[src/rtl/wb_unit.sv]
// rtl/wb_unit.sv - RV32E write-back stage: load alignment/extension, register file write, sticky load error
`timescale 1ns/1ps

module wb_unit #(
  parameter int XLEN        = 32,
  parameter int MEM_TIMEOUT = 16,
  parameter int CNT_W       = 5
) (
  input  logic            clk,
  input  logic            rst,
  input  logic            ex_valid,
  output logic            ex_ready,
  input  logic [4:0]      ex_rd,
  input  logic            ex_wen,
  input  logic            ex_is_load,
  input  logic [2:0]      ex_funct3,
  input  logic [XLEN-1:0] ex_alu_res,
  input  logic            mem_rvalid,
  input  logic [XLEN-1:0] mem_rdata,
  output logic            wen_reg,
  output logic [4:0]      rd,
  output logic [XLEN-1:0] rin,
  output logic            commit,
  output logic            err
);

  typedef enum logic [1:0] {IDLE, WAIT_MEM, COMMIT, ERR} state_e;

  state_e            state_q, state_d;
  logic [CNT_W-1:0]  cnt_q, cnt_d;
  logic [4:0]        rd_lat_q, rd_lat_d;
  logic              wen_lat_q, wen_lat_d;
  logic [2:0]        funct3_q, funct3_d;
  logic [1:0]        addr_q, addr_d;
  logic              wen_reg_q, wen_reg_d;
  logic [4:0]        rd_q, rd_d;
  logic [XLEN-1:0]   rin_q, rin_d;
  logic              commit_q, commit_d;
  logic              err_q, err_d;

  logic              bad_load;
  logic [XLEN-1:0]   shifted;
  logic [XLEN-1:0]   load_data;

  always_comb begin
    bad_load = 1'b0;
    case (ex_funct3)
      3'b000, 3'b100: bad_load = 1'b0;
      3'b001, 3'b101: bad_load = ex_alu_res[0];
      3'b010:         bad_load = (ex_alu_res[1:0] != 2'b00);
      default:        bad_load = 1'b1;
    endcase
  end

  // Halfword loads are 2-byte aligned, so a byte-granular shift also selects the right half.
  always_comb begin
    shifted   = mem_rdata >> {addr_q, 3'b000};
    load_data = shifted;
    case (funct3_q)
      3'b000:  load_data = {{(XLEN-8){shifted[7]}}, shifted[7:0]};
      3'b001:  load_data = {{(XLEN-16){shifted[15]}}, shifted[15:0]};
      3'b100:  load_data = {{(XLEN-8){1'b0}}, shifted[7:0]};
      3'b101:  load_data = {{(XLEN-16){1'b0}}, shifted[15:0]};
      default: load_data = shifted;
    endcase
  end

  always_comb begin
    state_d   = state_q;
    cnt_d     = cnt_q;
    rd_lat_d  = rd_lat_q;
    wen_lat_d = wen_lat_q;
    funct3_d  = funct3_q;
    addr_d    = addr_q;
    wen_reg_d = 1'b0;
    rd_d      = rd_q;
    rin_d     = rin_q;
    commit_d  = 1'b0;
    err_d     = err_q;
    case (state_q)
      IDLE: begin
        if (ex_valid) begin
          rd_lat_d  = ex_rd;
          wen_lat_d = ex_wen;
          funct3_d  = ex_funct3;
          addr_d    = ex_alu_res[1:0];
          if (!ex_is_load) begin
            state_d   = COMMIT;
            rd_d      = ex_rd;
            rin_d     = ex_alu_res;
            wen_reg_d = ex_wen;
            commit_d  = 1'b1;
          end else if (bad_load) begin
            state_d = ERR;
            err_d   = 1'b1;
          end else begin
            state_d = WAIT_MEM;
            cnt_d   = '0;
          end
        end
      end
      WAIT_MEM: begin
        cnt_d = cnt_q + CNT_W'(1);
        // Data arriving in the final timeout cycle still commits.
        if (mem_rvalid) begin
          state_d   = COMMIT;
          rd_d      = rd_lat_q;
          rin_d     = load_data;
          wen_reg_d = wen_lat_q;
          commit_d  = 1'b1;
        end else if (cnt_q == CNT_W'(MEM_TIMEOUT - 1)) begin
          state_d = ERR;
          err_d   = 1'b1;
        end
      end
      COMMIT:  state_d = IDLE;
      default: state_d = ERR;
    endcase
  end

  always_ff @(posedge clk or negedge rst) begin
    if (!rst) begin
      state_q   <= IDLE;
      cnt_q     <= '0;
      rd_lat_q  <= '0;
      wen_lat_q <= 1'b0;
      funct3_q  <= '0;
      addr_q    <= '0;
      wen_reg_q <= 1'b0;
      rd_q      <= '0;
      rin_q     <= '0;
      commit_q  <= 1'b0;
      err_q     <= 1'b0;
    end else begin
      state_q   <= state_d;
      cnt_q     <= cnt_d;
      rd_lat_q  <= rd_lat_d;
      wen_lat_q <= wen_lat_d;
      funct3_q  <= funct3_d;
      addr_q    <= addr_d;
      wen_reg_q <= wen_reg_d;
      rd_q      <= rd_d;
      rin_q     <= rin_d;
      commit_q  <= commit_d;
      err_q     <= err_d;
    end
  end

  assign ex_ready = (state_q == IDLE);
  assign wen_reg  = wen_reg_q;
  assign rd       = rd_q;
  assign rin      = rin_q;
  assign commit   = commit_q;
  assign err      = err_q;

endmodule

[config.mk]
export PLATFORM = sky130hd
export DESIGN_NAME = wb_unit
export DESIGN_NICKNAME = d
export VERILOG_FILES = /design/src/rtl/wb_unit.sv
export SDC_FILE = /design/constraint.sdc
export NUM_CORES = 1
export LEC_CHECK = 0
export CAP_MARGIN = 20
export CORE_MARGIN = 2
export CORE_UTILIZATION = 45
export DETAILED_ROUTE_END_ITERATION = 7
export GPL_TIMING_DRIVEN = 0
export PLACE_DENSITY = 0.77
export RECOVER_POWER = 25
export REMOVE_ABC_BUFFERS = 1
export SLEW_MARGIN = 20
export SYNTH_ARGS = -nofsm -noshare
export SYNTH_HDL_FRONTEND = slang
export SYNTH_SLANG_ARGS = --single-unit
export TNS_END_PERCENT = 5
[constraint.sdc]
create_clock -name clk -period 1.9 [get_ports clk]
set_input_delay 0.285 -clock clk [delete_from_list [all_inputs] [get_ports clk]]
set_output_delay 0.285 -clock clk [all_outputs]
set_load 0.005 [all_outputs]
# ---- Word-level counts from Yosys, hierarchy flattened
# Index checks and enable logic that the tools add are counted.
dict set report word_totals {
  ff_bits 58
  latchBits 0
  ramBits 0
  romBits 0
  in_bits 78
  out_inout_bits 41
  elab_cells 78
  n_memories 0
}
dict set report classes {
  addsub 1
  multipliers 0
  div_mod_pow 0
  n_lt_le_gt_ge 0
  n_eq_ne 19
  shift 1
  n_mux 34
  bitwise 0
  n_reduce_logical 12
}
# op n
set op_table {}
lappend op_table {{case mux 32 bit (4 select lines)} 1}
lappend op_table {{2-to-1 mux 32 bit} 3}
lappend op_table {{case mux 32 bit (2 select lines)} 1}
lappend op_table {{>> shifter 32 x 5 -> 32 bit} 1}
lappend op_table {{2-to-1 mux 5 bit} 6}
lappend op_table {{case mux 5 bit (2 select lines)} 2}
lappend op_table {{== test 3 bit (second input constant)} 4}
lappend op_table {{inequality test 2 bit (second input constant)} 6}
lappend op_table {{2-to-1 mux 1 bit} 11}
lappend op_table {{2-to-1 mux 2 bit} 5}
lappend op_table {{AND reduction 4 bit} 2}
lappend op_table {{== test 3 x 1 -> 1 bit (second input constant)} 2}
lappend op_table {{logical NOT 3 bit} 2}
lappend op_table {{case mux 1 bit (2 select lines)} 3}
lappend op_table {{case mux 2 bit (3 select lines)} 1}
lappend op_table {{AND reduction 6 bit} 1}
lappend op_table {{adder 5 x 1 -> 5 bit (second input constant)} 1}
lappend op_table {{== test 5 x 4 -> 1 bit (second input constant)} 1}
lappend op_table {{inequality test 2 x 1 -> 1 bit (second input constant)} 2}
lappend op_table {{AND reduction 2 bit} 2}
lappend op_table {{nonzero test 2 bit} 2}
lappend op_table {{OR reduction 2 bit} 2}
lappend op_table {{== test 3 x 2 -> 1 bit (second input constant)} 1}
lappend op_table {{inequality test 3 bit (second input constant)} 1}
lappend op_table {{other kinds (4)} 4}

# ---- Depth between registers and ports, before layout
dict set report logic_depth {
  depth_word 7
  mapped_depth 7
  ltp_nobuf 5
}

# ---- Least setup slack after synthesis
# No wires, ideal clock.
dict set report synth_timing {
  path_kind {register to register}
  startpoint {reg funct3_q[0]}
  endpoint {reg rin_q[17] (netlist: rin[17])}
  setup_ns 0.133
  t_arrival_ns 1.574
  t_required_ns 1.767
  setup_slack_ns 0.193
  path_stages_with_launch 7
  n_path_buf 2
  period_less_slack_ns 1.707
  cell_sequence {dfrtp_1 buf_6 mux2_4 or3_4 a31oi_4 buf_6 a221oi_1}
}
dict set report synth_via {
  elab_chain_len 4
  word_cells_on_any_way 7
  classes_between {eq/ne (3); mux (3); reduce/logical (1)}
}
# element line_no
set synth_rtl {}
lappend synth_rtl {{start: declaration} 33} ;# logic [2:0] funct3_q, funct3_d;
lappend synth_rtl {{start signal: assignment} 139} ;# funct3_q <= funct3_d;
lappend synth_rtl {{== test 3 bit, or another cell as far along} 59} ;# case (funct3_q)
lappend synth_rtl {{case mux 32 bit (4 select lines) (*)} 59}
lappend synth_rtl {{2-to-1 mux 32 bit (*)} 105} ;# if (mem_rvalid) begin
lappend synth_rtl {{case mux 32 bit (2 select lines) (*)} 80} ;# case (state_q)
lappend synth_rtl {{end signal: assignment} 143} ;# rin_q <= rin_d;
lappend synth_rtl {{end: declaration} 37} ;# logic [XLEN-1:0] rin_q, rin_d;
# Mark *: on every way between the ends. The rest lies on a longest branch, timed or not. The select of a mux whose other input is x is not followed.
# A chain may end at the register's enable or synchronous reset.

# ---- Worst setup path after layout
dict set report layout_timing {
  startpoint {reg addr_q[1]}
  endpoint {reg rin_q[13] (netlist: rin[13])}
}
dict set report layout_via {
  elab_chain_len 4
}
# element line_no
set layout_rtl {}
lappend layout_rtl {{start: declaration} 34} ;# logic [1:0] addr_q, addr_d;
lappend layout_rtl {{start signal: assignment} 140} ;# addr_q <= addr_d;
lappend layout_rtl {{>> shifter 32 x 5 -> 32 bit} 57} ;# shifted = mem_rdata >> {addr_q, 3'b000};
lappend layout_rtl {{case mux 32 bit (4 select lines)} 59}
lappend layout_rtl {{2-to-1 mux 32 bit} 105}
lappend layout_rtl {{case mux 32 bit (2 select lines)} 80}
# Every way passes these cells. The select of a mux whose other input is x is not followed.

==> key figures <==
Run status
  • Status: finished clean

Hold path
  • Hold Path Class: primary input to asynchronous set/reset pin

STA
  • # setup viols final: 0
  • Max Fclk: between 0.5 and 0.6 GHz
  • Worst-margin pin slew: between 0.7 and 0.8 ns
  • Setup TNS: 0 ns
  • Endpoints failing hold: 0
  • RSZ-0062 raised after global routing: yes
  • Slew HR: 52.7%
  • Final period util: between 90 and 100%
  • Slew Viols, Final: 0
  • Worst Clk Skew: approximately 0.0047 ns
  • Tmin final: approximately 1.9 ns

Placement
  • DP HPWL: approximately 6.5 mm
  • IO buf count: around 120
  • Gp weighted congestion: ~0.8

Worst setup path
  • WP data required: approximately 2.1 ns
  • Worst setup SP type: flop
  • CP Class: flop to flop
  • Crit. End Element: flop
  • Worst-path maximum fanout: 23
  • Critical Path AT: between 2 and 2.5 ns

Route
  • Met2 WL: approximately 4.4 mm
  • # DRC: 0
  • Drt initial violations: ~170
  • 1st-pass router iterations: 4
  • Antenna Nets Post-Route: 0
  • Top routing layer in use: met4
  • Routed WL: 9.10 mm
  • M1 WL: about 3.9 mm
  • Routed wire length per instance: roughly 16 um
  • Met3 WL post-DR: 689 um
  • Avg Vias per Cell: 5.45
  • Via count: between 3000 and 4000

Global routing
  • Vias in the first global route: approximately 3000
  • Total global routing overflow: 0
  • All-layer global routing usage: 24.3%
  • Initial antenna violation count: 0
  • Largest net degree at the start of global routing: 36
  • First-pass GRT wire length: about 15 mm

Floorplan
  • Die Area: 7950 um^2
  • Core area: slightly above 7000 um^2
  • Row cnt: 31
  • IO Count: around 120
  • Die Y: about 90 um
  • Chip width: 89.1 um
  • Starting Density: 45.7%

Power and ir drop
  • Peak VDD IR: between 0.7 and 0.8 mV
  • Switch share: a little under two fifths
  • Int Pwr: 4700 uW
  • Psw: 2830 uW
  • Pleak: 0.00192 uW
  • Clk pwr share: around 16%
  • Combinational Power Share: around 51%
  • Reg power frac: 33.2%
  • Power Density: roughly 1600 nW/um^2

Yosys
  • Yosys reg bits: 58
  • Synth warn: 0
  • Cell Area, Synth: approximately 3300 um^2
  • Top area cells in the synthesized netlist: dfrtp_1 (44%), mux2_2 (9.0%), nor2_1 (8.1%)
  • Synth area leader: dfrtp_1
  • Synth top area share: about 44%
  • Post-synth EDFFs: 0
  • Syn avg cell area: around 9.8 um^2
  • Post-synth ARST share: 100%
  • Register area share after synthesis: around 44%
  • Count of cell types in the netlist: 44
  • Commonest cells post-synth: nor2_1 (70), dfrtp_1 (58), nand2_1 (47)
  • Synth Instances: 334
  • Count leader, synth: nor2_1
  • Ys flop type: dfrtp_1

Finish
  • Fillers: 605
  • Max reg flops: 32
  • Util after Layout: around two thirds
  • Layout cells sized above 1: roughly 16%
  • Antenna Cells: 0
  • Area Growth Syn to Fin: 46.3%
  • Layout net count: 529

Clock network
  • Clock Tree Buf Depth: 2
  • Clock buffer count from CTS: 9
  • Clock sink total: 58
  • Skew-Pair Late Insertion Delay: about 0.33 ns
  • CTS tree: done
  • Clk slew on worst S/H paths: 0.07 ns
  • CTS root buf: clkbuf_8
  • H-tree Lvls: 3

Flow run
  • Maxcap violations: 0
path summary, 6_finish.rpt:
| check | from | end | slack [ns] | cells past startpoint |
|---|---|---|---|---|
| hold reg to reg | err | err | 0.48 | 1 |
| setup / recovery | addr_q[1] | rin[13] | 0.005 | 3 |
| max in group asynchronous | rst | addr_q[0] | 0.44 | 3 |
| setup reg to reg | addr_q[1] | rin[13] | 0.005 | 3 |
| min in group clk | err | err | 0.48 | 1 |
| hold / removal | rst | wen_lat_q | 0.48 | 2 |
power by group through the flow:
stage,registers [uW],clock network [uW],logic (uW)
2_1_floorplan,2400,0,2000
3_3_place_gp,2450,0,3540
3_5_place_dp,2480,0,3760
4_1_cts,2490,1200,3880
5_1_grt,2590,1260,4260
6_report,2500,1170,3860
cell usage in the layout, fill, tap and decap left out, types with 5 or more instances in the layout:
master / Yosys / final
mux2_2: 26 / 26
clkbuf_8: 6 / 11
a22oi_1: 9 / 8
mux2i_1: 9 / 9
o21ai_0: 5 / 5
a31oi_1: 14 / 14
buf_4: 2 / 5
a221oi_1: 23 / 23
nor2_1: 70 / 70
clkdlybuf4s50_1: 0 / 117
o211ai_1: 7 / 7
dfrtp_1: 58 / 55
nand2_1: 47 / 47
what timing repair did:
action	CTS	global route
hold buffers	1	0
resized for setup	9	3
setup buffers	3	0
endpoints found under the hold margin	23	0
pin swaps	3	0
endpoints found under the setup margin	29	23
critical path, stage by stage (launching register included):
cell,delay [ns]
dfrtp_4,0.65
mux4_2,0.61
a21oi_4,0.33
a221oi_1,0.16
layer usage:
layer,vias to the layer above,GRT usage (%)
li1,1431,-
met1,1466,32.2
met2,107,38.7
met3,9,8.40
met4,0,5.56
met5,-,0
through the flow:
stage	area, um^2	instances	hold WS, ns	setup slack [ns]	total power [uW]
floorplan	3060	308	-0.0106	-2.44	4400
global placement	4370	525	0.464	-4.23	5990
CTS	4780	553	0.382	-0.000157	7570
global route	4770	553	0.503	-0.0764	8100
detailed placement	4490	533	0.205	-0.856	6240
finish	4770	553	0.477	0.00487	7530
kinds of logic after synthesis:
logic type | synth area share, %
AND/OR/NAND/NOR | 17.8
XOR/XNOR | 0.537
flip-flops | 44.5
multiplexers | 12.9
adder cells (fa/ha/maj) | 0.767
AO/OA/AOI/OAI | 17.1
buffers and inverters | 6.41
cell type report:
| type | count | area [um^2] | area share [%] |
|---|---|---|---|
| Clock buffer | 12 | 155 | 3.25 |
| Clock inverter | 4 | 50.0 | 1.05 |
| Inverter | 3 | 11.3 | 0.236 |
| Multi-Input combinational cell | 247 | 1660 | 34.7 |
| Sequential cell | 58 | 1460 | 30.5 |
| Tap cell | 99 | 124 | 2.60 |
| Timing Repair Buffer | 130 | 1320 | 27.6 |
Note: power is estimated with default switching activity, not from simulation.
